<file path="src/rtl/ring_mod_pkg.sv">
// Shared constants for the ring modulator: default sizes, fixed-point
// format of the carrier, and the quarter-wave-symmetric sine table.
package ring_mod_pkg;

    localparam int DATA_W_DEF  = 16;
    localparam int STEPS_DEF   = 32;
    localparam int PHASE_W_DEF = $clog2(STEPS_DEF);

    // Carrier is Q1.15: +/-32767 represents +/-1.0
    localparam int CARRIER_W  = 16;
    localparam int FRAC_SHIFT = 15;

    // Table holds one full period at 32 points; smaller STEPS values
    // subsample it by stepping through every (32/STEPS)-th entry.
    localparam int LUT_AW    = 5;
    localparam int LUT_DEPTH = 1 << LUT_AW;

    // Entry k = round(32767 * sin(2*pi*k/32))
    localparam logic signed [CARRIER_W-1:0] SINE_LUT [LUT_DEPTH] = '{
         16'sd0,      16'sd6393,   16'sd12539,  16'sd18204,
         16'sd23170,  16'sd27245,  16'sd30273,  16'sd32137,
         16'sd32767,  16'sd32137,  16'sd30273,  16'sd27245,
         16'sd23170,  16'sd18204,  16'sd12539,  16'sd6393,
         16'sd0,     -16'sd6393,  -16'sd12539, -16'sd18204,
        -16'sd23170, -16'sd27245, -16'sd30273, -16'sd32137,
        -16'sd32767, -16'sd32137, -16'sd30273, -16'sd27245,
        -16'sd23170, -16'sd18204, -16'sd12539, -16'sd6393
    };

    // Map a carrier phase of the given width onto a table address.
    function automatic logic [LUT_AW-1:0] lut_addr(input logic [LUT_AW-1:0] phase_ext,
                                                   input int phase_w);
        return phase_ext << (LUT_AW - phase_w);
    endfunction

endpackage

</file>
<file path="src/rtl/ring_modulator_carrier_nco.sv">
// Carrier NCO: a programmable step counter advances the table phase; the
// sine ROM is read with the next-state phase so the registered carrier is
// always aligned with the phase currently presented.
module carrier_nco
    import ring_mod_pkg::*;
#(
    parameter int STEPS = STEPS_DEF
) (
    input  logic                        clk_i,
    input  logic                        rst_i,
    input  logic [31:0]                 frequency_i,
    output logic [$clog2(STEPS)-1:0]    phase_o,
    output logic signed [CARRIER_W-1:0] carrier_o
);

    localparam int PHASE_W = $clog2(STEPS);

    logic [31:0]                 step_q, step_d;
    logic [31:0]                 freq_lat_q, freq_lat_d;
    logic [PHASE_W-1:0]          phase_q, phase_d;
    logic signed [CARRIER_W-1:0] carrier_q;
    logic [31:0]                 last_step;
    logic                        rollover;

    // Next-state: count to freq_lat-1 (0 and 1 both mean every cycle), then
    // advance the phase and pick up a new step length only at the boundary.
    always_comb begin
        last_step  = (freq_lat_q > 32'd1) ? (freq_lat_q - 32'd1) : 32'd0;
        rollover   = (step_q >= last_step);
        step_d     = step_q + 32'd1;
        freq_lat_d = freq_lat_q;
        phase_d    = phase_q;
        if (rollover) begin
            step_d     = 32'd0;
            freq_lat_d = frequency_i;
            phase_d    = phase_q + PHASE_W'(1);
        end
    end

    // State registers plus registered ROM read addressed by the next phase.
    always_ff @(posedge clk_i) begin
        if (rst_i) begin
            step_q     <= 32'd0;
            freq_lat_q <= frequency_i;
            phase_q    <= '0;
            carrier_q  <= SINE_LUT[0];
        end else begin
            step_q     <= step_d;
            freq_lat_q <= freq_lat_d;
            phase_q    <= phase_d;
            carrier_q  <= SINE_LUT[lut_addr(LUT_AW'(phase_d), PHASE_W)];
        end
    end

    assign phase_o   = phase_q;
    assign carrier_o = carrier_q;

endmodule

</file>
<file path="src/rtl/ring_modulator.sv">
// Ring modulator: multiplies each audio sample by the NCO sine carrier
// (Q1.15), with a bypass path of identical two-cycle latency.
module ring_modulator
    import ring_mod_pkg::*;
#(
    parameter int DATA_W = DATA_W_DEF,
    parameter int STEPS  = STEPS_DEF
) (
    input  logic                      CLK,
    input  logic                      RST,
    input  logic [31:0]               frequency,
    input  logic                      disabled,
    input  logic signed [DATA_W-1:0]  sample_in,
    input  logic                      sample_valid,
    output logic signed [DATA_W-1:0]  sample_out,
    output logic                      out_valid,
    output logic [$clog2(STEPS)-1:0]  phase
);

    localparam int PROD_W = DATA_W + CARRIER_W;
    localparam int UPPER_W = PROD_W - DATA_W + 1;
    localparam logic signed [DATA_W-1:0] SAT_MAX = {1'b0, {(DATA_W-1){1'b1}}};
    localparam logic signed [DATA_W-1:0] SAT_MIN = {1'b1, {(DATA_W-1){1'b0}}};

    logic signed [CARRIER_W-1:0] carrier;

    logic                        s0_valid_q, s0_valid_d;
    logic                        s0_bypass_q, s0_bypass_d;
    logic signed [DATA_W-1:0]    s0_sample_q, s0_sample_d;
    logic signed [CARRIER_W-1:0] s0_carrier_q, s0_carrier_d;
    logic signed [DATA_W-1:0]    out_q, out_d;
    logic                        out_valid_q, out_valid_d;

    logic signed [PROD_W-1:0]    sample_ext, carrier_ext, product, shifted;
    logic [UPPER_W-1:0]          upper;
    logic signed [DATA_W-1:0]    mod_result;

    carrier_nco #(
        .STEPS      (STEPS)
    ) u_nco (
        .clk_i      (CLK),
        .rst_i      (RST),
        .frequency_i(frequency),
        .phase_o    (phase),
        .carrier_o  (carrier)
    );

    // Stage 0 capture: sample, carrier and bypass flag frozen together.
    always_comb begin
        s0_valid_d   = sample_valid;
        s0_bypass_d  = s0_bypass_q;
        s0_sample_d  = s0_sample_q;
        s0_carrier_d = s0_carrier_q;
        if (sample_valid) begin
            s0_bypass_d  = disabled;
            s0_sample_d  = sample_in;
            s0_carrier_d = carrier;
        end
    end

    // Stage 1: signed multiply, floor shift back to sample scale, saturate.
    always_comb begin
        sample_ext  = {{CARRIER_W{s0_sample_q[DATA_W-1]}}, s0_sample_q};
        carrier_ext = {{DATA_W{s0_carrier_q[CARRIER_W-1]}}, s0_carrier_q};
        product     = sample_ext * carrier_ext;
        shifted     = product >>> FRAC_SHIFT;
        upper       = shifted[PROD_W-1:DATA_W-1];
        if ((&upper) || !(|upper)) begin
            mod_result = shifted[DATA_W-1:0];
        end else begin
            mod_result = shifted[PROD_W-1] ? SAT_MIN : SAT_MAX;
        end
        out_valid_d = s0_valid_q;
        out_d       = out_q;
        if (s0_valid_q) begin
            out_d = s0_bypass_q ? s0_sample_q : mod_result;
        end
    end

    // Pipeline registers; reset drops anything in flight.
    always_ff @(posedge CLK) begin
        if (RST) begin
            s0_valid_q   <= 1'b0;
            s0_bypass_q  <= 1'b0;
            s0_sample_q  <= '0;
            s0_carrier_q <= '0;
            out_q        <= '0;
            out_valid_q  <= 1'b0;
        end else begin
            s0_valid_q   <= s0_valid_d;
            s0_bypass_q  <= s0_bypass_d;
            s0_sample_q  <= s0_sample_d;
            s0_carrier_q <= s0_carrier_d;
            out_q        <= out_d;
            out_valid_q  <= out_valid_d;
        end
    end

    assign sample_out = out_q;
    assign out_valid  = out_valid_q;

endmodule

</file>
<file path="config.mk">
export PLATFORM = sky130hd
export DESIGN_NAME = ring_modulator
export DESIGN_NICKNAME = d
export VERILOG_FILES = /design/src/rtl/ring_mod_pkg.sv /design/src/rtl/ring_modulator_carrier_nco.sv /design/src/rtl/ring_modulator.sv
export SDC_FILE = /design/constraint.sdc
export NUM_CORES = 1
export LEC_CHECK = 0
export ABC_AREA = 1
export CAP_MARGIN = 20
export CORE_UTILIZATION = 60
export CTS_CLUSTER_SIZE = 20
export DETAILED_ROUTE_END_ITERATION = 10
export MAX_ROUTING_LAYER = met4
export PLACE_DENSITY = 0.87
export SETUP_SLACK_MARGIN = 0.2
export SYNTH_ARGS = -nofsm -noshare
export SYNTH_HDL_FRONTEND = slang
export SYNTH_SLANG_ARGS = --single-unit
</file>
<file path="constraint.sdc">
create_clock -name CLK -period 16.2 [get_ports CLK]
set_clock_uncertainty 0.2 [all_clocks]
set_input_delay 2.43 -clock CLK [delete_from_list [all_inputs] [get_ports CLK]]
set_output_delay 2.43 -clock CLK [all_outputs]
set_load 0.01 [all_outputs]
</file>
=== Yosys cells after proc, flatten, opt, wreduce, memory -nomap -nowiden ===
Memories as Yosys holds them, arrays and structs flattened. A register that Yosys moved wholly into a read port is not among the register bits.
Index checks and enable logic that the tools add are counted.
W data, S select, Z words.

* Add/subtract/negate cells: 3
* Multipliers: 1
* $lt $le $gt $ge: 2
* Multiplexer cells: 7
* Bitwise logic cells: 1
* Reduce and logical (&&, ||, !) cells: 6

{| class="wikitable"
|+ Operators by type and width
! kind !! count
|-
| $mux W32 || 3
|-
| $mux W16 || 3
|-
| $add A32 B1 Y32 const B || 1
|-
| $ge A32 B32 Y1 || 1
|-
| $gt A32 B1 Y1 const B || 1
|-
| $mul A16 B16 Y32 || 1
|-
| $sub A32 B1 Y32 const B || 1
|-
| $not A5 Y6 || 1
|-
| $add A5 B1 Y5 const B || 1
|-
| $mux W5 || 1
|-
| $reduce_or A2 Y1 || 2
|-
| $reduce_and A2 Y1 || 1
|-
| $reduce_bool A2 Y1 || 1
|-
| $logic_not A1 Y1 || 1
|-
| $logic_or A1 B1 Y1 || 1
|}

* Register bits after elaboration: 120
* Memory bits (read-only): 512
* Bits of input ports: 52
* Output and inout bits: 22
* Word-level logic and storage cells: 30
* Memories kept: 1

{| class="wikitable"
|+ Memories
! memory !! words !! bits a word !! read ports !! clocked after memory_dff !! write ports !! line !! RTL
|-
| (no name shown) || 32 || 16 || 1 || 1 || 0 || ring_modulator_carrier_nco.sv:51 || <nowiki>carrier_q <= SINE_LUT[lut_addr(LUT_AW'(phase_d), PHASE_W)];</nowiki>
|}

=== Longest topological paths before layout ===
Gate-level depths: netlist of run 1.

* Depth after elaboration: 6
* Depth in mapped cells: 34
* Gate-level depth less buffers: 34

=== Cells and area by module ===
A second synthesis of run 1 with hierarchy kept.

* Cells, all modules: 2,485
* Area total of the unflattened synthesis: 18,282.5 um2

{| class="wikitable"
|+ Modules (own cells, without submodules)
! module !! times used !! cells an instance !! area an instance (um2) !! seq. area each (um2)
|-
| ring_modulator || 1 || 1,717 || 12,598.3 || 1,021.0
|-
| carrier_nco || 1 || 768 || 5,684.2 || 2,021.9
|}

=== Least setup slack after synthesis of run 1 ===
No wires, ideal clock.

* Path type: reg2reg
* Start: register s0_sample_q[15]
* End: register out_q[10] (netlist: sample_out[10])
* Setup time: 132 ps
* Arrival time: 6,057 ps
* Required time: 15,868 ps
* Path slack: 9,811 ps
* Stages on the path, launching flop included: 28
* Buffers on the path: 3
* Period minus slack after synthesis: 6,389 ps
* Cells stage by stage: dfxtp_1 -> clkbuf_1 -> clkbuf_1 -> nand2_1 -> inv_1 -> fa_1 -> fa_1 -> fa_1 -> inv_1 -> fa_1 -> inv_1 -> fa_1 -> inv_1 -> fa_1 -> inv_1 -> ha_1 -> inv_1 -> nor3_1 -> nand2_1 -> nor3_1 -> nand2_1 -> nand3_1 -> nand2_1 -> a21oi_4 -> buf_6 -> nand2_1 -> nand2_1 -> a21oi_1

* Cells in the longest elaborated chain, start to end: 6
* Elaborated cells between the ends (all ways): 8
* Those cells by class: mul (1); mux (3); reduce/logical (4)

{| class="wikitable"
|+ RTL lines
! what !! line !! RTL
|-
| start: declaration || ring_modulator.sv:29 || <nowiki>logic signed [DATA_W-1:0] s0_sample_q, s0_sample_d;</nowiki>
|-
| start signal: assignment || ring_modulator.sv:92 || <nowiki>s0_sample_q <= s0_sample_d;</nowiki>
|-
| $mul A16 B16 Y32 * || ring_modulator.sv:65 || <nowiki>product = sample_ext * carrier_ext;</nowiki>
|-
| $reduce_or A2 Y1 || ring_modulator.sv:68 || <nowiki>if ((&upper) || !(|upper)) begin</nowiki>
|-
| $logic_not A1 Y1 || ring_modulator.sv:68 ||
|-
| $logic_or A1 B1 Y1 || ring_modulator.sv:68 ||
|-
| $mux W16 * || ring_modulator.sv:68 ||
|-
| $mux W16 * || ring_modulator.sv:76 || <nowiki>out_d = s0_bypass_q ? s0_sample_q : mod_result;</nowiki>
|-
| end signal: assignment || ring_modulator.sv:94 || <nowiki>out_q <= out_d;</nowiki>
|-
| end: declaration || ring_modulator.sv:31 || <nowiki>logic signed [DATA_W-1:0] out_q, out_d;</nowiki>
|}

Every way passes the cells marked *; elsewhere a longest branch is shown, timed or not.
A chain may end at the register's enable or synchronous reset.

=== Final worst setup path of run 1 ===
* Start: register s0_sample_q[15]
* End: register out_q[5] (netlist: sample_out[5])

The elaborated chain is that of the path after synthesis.

==> results.cfg, run 1 <==
[run_status]
outcome = complete, no violations

[logic_synthesis]
ys_warn_count = 0
synthTopCellsByCount = nand2_1 (601), inv_1 (543), fa_1 (261)
netlist_top_cells_area = fa_1 (29%), nand2_1 (12%), dfxtp_1 (12%)
synth_simple_gate_area_share_pct = 23.0
synth_most_common_cell = nand2_1
ys_async_sr_fraction_pct = 0
synth_fp_nets = 2845
seq_area_frac_synth_pct = 16.8
synth_top_area_share_pct = 28.9
synth_compound_area_share_pct = 6.62
synth_seq_cells = 136
synth_area_per_cell_um2 = 7.51
synth_enable_flop_cells = 32
synthDistinctLibCells = 49
synth_top_area_cell = fa_1
synthAdderAreaFrac_pct = 37.4
synth_top_family_by_area = adder cells
ys.flop_type = dfxtp_1
synth_mux_area_share_pct = 0
synth_xor_area_share_pct = 2.56
netlist_area_um2 = 18100
syn_inst = 2409

[critical_path]
reg2reg_to = sample_out[5]
path_class = flip-flop to flip-flop
required_ns = 16.26
crit_path_start_kind = flip-flop
critPathMaxFanout = 18
r2r_cells = 24
rrSetupSlack_ns = 8.98
r2r_start = s0_sample_q[15]
timing.critical_path.to = sample_out[5]
arrival_ns = 7.28
crit_start = s0_sample_q[15]
cp-end-kind = flip-flop

[timing]
setup_ws_ns = 8.98
period_needed_ns = 7.22
setup-tns-final_ns = 0
fin_crit_sh_pct = 44.6
tightestPinTransition_ns = 1.10
hold_ws_ns = 0.260
hold_viol_final = 0
clock.fmax_ghz = 0.138
final-max-slew-violation-count = 0
relSlewSlack_pct = 26.8
final-setup-viol-count = 0
grt_setup_unrepaired = false

[die]
start_util_pct = 61.1
row_count = 63
dieArea_um2 = 30900
coreArea_um2 = 29600
chipWidth_um = 176
die_h_um = 176
pin_count = 74

[detailed_routing]
vias = 15395
drt-total-wl_um = 45000
drt_iter0_markers = 1026
drt-vias-per-instance = 5.47
dr.pass1.iters = 6
wl_per_cell_um = 16.0
drc_errors = 0
ant_nets = 0

[cts]
clockBufferDepth = 2
cts_setup_buffers = 0
hold_buffers = 0
cts_htree_levels = 4
cts_root_buf = clkbuf_16
clk_transition_reported_paths_ns = 0.06
cts_tree = built
clk-insertion-delay-late_ns = 0.44
cts_made_buffers = 17
cts_sinks = 136
cts_resized = 0

[global_routing]
grt_max_degree = 65
grt_pass1_vias = 16129
antenna_found_initial = 2
grt_overflow = 0
grt_use_total_pct = 32.1
grt_pass1_wl_um = 76500

[place]
hpwl_um = 35900
pre_cts_ws_ns = 9.04
portBuffers = 73
place.gp.congestion = 1.04

[cells_and_area]
area_delta_synth_final_pct = 8.13
final_nets = 2848
post-route-util_pct = 66.1
drive_gt1_share_pct = 4.08

[power]
swShare_pct = 39.2
power_density_nw_per_um2 = 67.7
seqPwrFrac_pct = 30.7
power.switching_uw = 520
pwr-share-comb_pct = 38.7
leakagePower_uw = 0.0106
internal_power_uw = 805
clkPwrFrac_pct = 30.6
ir_worst_vdd_mv = 0.0738

[min_path]
hold_path.class = flip-flop to flip-flop

[flow_run]
maxCapViolations = 0
## worst min path at each step
| stage | slack [ns] | cells after the start | start | to |
|---|---|---|---|---|
| detailed placement | 0.25 | 2 | u_nco.carrier_o[9] | s0_carrier_q[9] |
| floorplan | 0.23 | 2 | u_nco.carrier_o[2] | s0_carrier_q[2] |
| global route | 0.28 | 2 | u_nco.carrier_o[9] | s0_carrier_q[9] |
| finish | 0.26 | 2 | u_nco.carrier_o[9] | s0_carrier_q[9] |
| CTS | 0.26 | 2 | u_nco.carrier_o[9] | s0_carrier_q[9] |
| global placement | 0.23 | 2 | u_nco.carrier_o[11] | s0_carrier_q[11] |
## power groups by stage
stage,Combinational (uW),Sequential [uW],Clock [uW]
after floorplan,378,384,0
after global placement,489,410,0
after detailed placement,506,411,0
after CTS,513,405,406
after global routing,578,408,421
final,513,406,405
## through the flow
stage | power (uW) | cells | area [um2]
floorplan | 762 | 2409 | 18100
global placement | 899 | 2783 | 19000
detailed placement | 917 | 2783 | 19000
CTS | 1320 | 2815 | 19600
global route | 1410 | 2817 | 19600
finish | 1320 | 2817 | 19600
## cell families after synthesis
kind of cell               count (synthesis)
buffers and inverters                    646
AOI/OAI and AO/OA                        216
adders and majority gates                384
and+or+nand+nor                          974
DFF                                      136
xor gates and xnor gates                  53
## metal layers
layer | up-vias | global-route usage, % | routed length, um
li1 | 7204 | - | -
met1 | 7388 | 36.8 | 16900
met2 | 631 | 55.3 | 22700
met3 | 172 | 5.22 | 3330
met4 | 0 | 13.9 | 2050
met5 | - | - | 0
## critical path: stages, from the launching register on
cell and delay, ns:
dfxtp_1 0.73, nand2_1 0.21, inv_1 0.17, fa_1 0.55
fa_1 0.75, fa_1 0.76, inv_1 0.12, fa_1 0.50
inv_1 0.05, fa_1 0.49, inv_1 0.05, fa_1 0.48
inv_1 0.05, ha_1 0.37, inv_1 0.10, nor3_1 0.24
nand2_1 0.10, nor3_1 0.14, nand2_1 0.09, nand3_1 0.13
nand2_1 0.12, a21oi_4 0.36, nand2_1 0.11, nand2_1 0.09
a21oi_1 0.06
## placed cells by master, fill, tap and decap left out, drive strengths merged
| cell | count |
|---|---|
| o21ai | 74 |
| nor3 | 25 |
| or2 | 14 |
| inv | 554 |
| o21a | 5 |
| o41ai | 1 |
| dfxtp | 104 |
| nor3b | 8 |
| clkbuf | 19 |
| fa | 261 |
| xnor2 | 20 |
| o211ai | 9 |
| o21bai | 6 |
| a21o | 8 |
| clkdlybuf4s50 | 73 |
| a31oi | 2 |
| clkinvlp | 4 |
| nand3 | 81 |
| a21oi | 107 |
| xor2 | 33 |
| a31o | 1 |
| nor2 | 202 |
| nor4 | 7 |
| nand2 | 611 |
| nand4 | 24 |
| buf | 6 |
| ha | 123 |
| edfxtp | 32 |
| a21boi | 3 |
| clkinv | 3 |
| diode | 2 |
| or4 | 1 |
| nand3b | 1 |
| bufinv | 3 |
## sequential cells by signal (all words and copies together) (netlist names)
signal,cells
u_nco.freq_lat_q,32
u_nco.carrier_o,16
u_nco.step_q,32
s0_carrier_q,16
sample_out,16
out_valid,1
s0_sample_q,16
out_valid_d,1
u_nco.phase_o,5
s0_bypass_q,1
## final cells by class
cell class | instances | area, um2
Multi-Input combinational cell | 1627 | 12600
Sequential cell | 136 | 3040
Inverter | 551 | 2070
Timing Repair Buffer | 79 | 776
Clock buffer | 19 | 433
Antenna cell | 2 | 5.00
Fill cell | 2420 | 10100
Tap cell | 390 | 488
Clock inverter | 13 | 170
No activity file was read; power rests on OpenSTA's default activity.
==> run 2, diff against run 1 <==
clock period = 7 ns   (was 16.2 ns; I/O delays follow)
==> results.cfg, run 2 (same netlist as run 1, synthesis figures left out) <==
[place]
hpwl_um = 39100
place.gp.congestion = 1.04
post_dp_cell_area_um2 = 19300
portBuffers = 73

[global_routing]
grt_overflow = 0
grt_pass1_wl_um = 79000
grt_use_total_pct = 33.6
antenna_found_initial = 3
grt_pass1_vias = 16275
grt_max_degree = 46

[critical_path]
timing.critical_path.to = sample_out[2]
critPathMaxFanout = 15
rrSetupSlack_ns = 0.46
r2r_cells = 24
crit_start = s0_sample_q[12]
path_class = flip-flop to flip-flop
reg2reg_to = sample_out[2]
required_ns = 7.05
arrival_ns = 6.59
r2r_start = s0_sample_q[12]
crit_path_start_kind = flip-flop
cp-end-kind = flip-flop

[timing]
hold_viol_final = 0
final-setup-viol-count = 0
grt_setup_unrepaired = false
relSlewSlack_pct = 26.3
fin_crit_sh_pct = 93.4
clock.fmax_ghz = 0.153
final-max-slew-violation-count = 0
setup-tns-final_ns = 0
tightestPinTransition_ns = 1.10
period_needed_ns = 6.54

[run_status]
outcome = complete, no violations

[cells_and_area]
post-route-util_pct = 67.3
drive_gt1_share_pct = 6.36
final_cell_mix = nand2_1 (601), inv_1 (541), fa_1 (259)
layout_commonest_cell = nand2_1
stdcell_area_um2 = 19900
area_delta_synth_final_pct = 10.2
reg.largest.list = u_nco.freq_lat_q (32), u_nco.step_q (32)
final_nets = 2891

[min_path]
hold_path.class = flip-flop to flip-flop

[cts]
cts_sinks = 136
clk_transition_reported_paths_ns = 0.06
cts_tree = built
hold_buffers = 0
cts_root_buf = clkbuf_16
clockBufferDepth = 2
clk-insertion-delay-late_ns = 0.43
cts_htree_levels = 4
cts_made_buffers = 17

[die]
coreArea_um2 = 29600
chipWidth_um = 176
die_h_um = 176
dieArea_um2 = 30900
pin_count = 74
start_util_pct = 61.1
row_count = 63

[power]
ir_worst_vdd_mv = 0.180
leakagePower_uw = 0.0108
power_density_nw_per_um2 = 155

[detailed_routing]
ant_nets = 0
drt-total-wl_um = 48000
wl_per_cell_um = 16.8
drt-vias-per-instance = 5.41
vias = 15474
drc_errors = 0
dr.pass1.iters = 5
drt_iter0_markers = 1305

[flow_run]
maxCapViolations = 0
## run 2: changes by cell type in the layout (fill, tap and decap cells not counted), moves of 2 or more
cell,before,now
buf_12,0,2
inv_1,543,541
fa_2,0,2
dfxtp_1,104,94
buf_4,6,47
inv_6,1,4
fa_1,261,259
clkinv_1,0,2
dfxtp_2,0,10
## run 2: per-layer routing
layer	wire [um]	global-route usage [%]	share of wire (%)
met1	18500	39.1	39
met5	0	-	0
met3	3500	6.54	7.3
met4	2270	15.5	4.7
met2	23700	56.2	49
## run 2: per-stage QoR
step                hold WS [ns]  std cells  setup slack [ns]  total power (uW)
finish                     0.260       2861             0.464              3090
global route               0.279       2861             0.190              3290
CTS                        0.260       2854             0.258              3060
detailed placement         0.243       2822             0.279              2160
global placement           0.241       2822             0.472              2120
floorplan                  0.231       2409             0.611              1760
## run 2: how the worst min path moves through the flow
stage                   startpoint  slack [ns]  cells past startpoint          endpoint
6_report        u_nco.carrier_o[4]        0.26                      2   s0_carrier_q[4]
5_1_grt        u_nco.carrier_o[10]        0.28                      2  s0_carrier_q[10]
4_1_cts         u_nco.carrier_o[4]        0.26                      2   s0_carrier_q[4]
3_5_place_dp    u_nco.carrier_o[4]        0.24                      2   s0_carrier_q[4]
3_3_place_gp    u_nco.carrier_o[4]        0.24                      2   s0_carrier_q[4]
2_1_floorplan   u_nco.carrier_o[2]        0.23                      2   s0_carrier_q[2]
## run 2: timing repair
| action | in CTS | in global routing |
|---|---|---|
| setup buffers | 0 | 4 |
| setup endpoints to repair | 0 | 16 |
| gates resized for setup | 0 | 17 |
## run 2: cell type report
cell class / instances / area [um2]
Tap cell: 390 / 488
Multi-Input combinational cell: 1627 / 12600
Inverter: 551 / 2070
Fill cell: 2445 / 9700
Clock inverter: 14 / 148
Timing Repair Buffer: 122 / 1120
Clock buffer: 18 / 429
Antenna cell: 3 / 7.51
Sequential cell: 136 / 3060
## run 2: report_power, final
part           internal (uW)  total (uW)  switching [uW]
clock                    528         897             370
combinational            485        1290             805
sequential               846         903            56.8
total                   1860        3090            1230
## run 2: worst max-delay path, stage by stage, from the launching register on
cell	delay (ns)
dfxtp_1	0.65
buf_4	0.26
nand2_1	0.09
fa_1	0.54
inv_1	0.06
fa_1	0.58
fa_1	0.43
fa_1	0.45
fa_1	0.49
inv_1	0.05
fa_1	0.48
inv_1	0.05
ha_1	0.34
a21oi_1	0.22
o21ai_0	0.18
o21bai_1	0.22
a21oi_1	0.19
nand2_1	0.08
nand2_1	0.13
nand2_1	0.13
a21oi_4	0.19
buf_12	0.16
nand2_1	0.05
nand2_1	0.05
a21oi_1	0.07
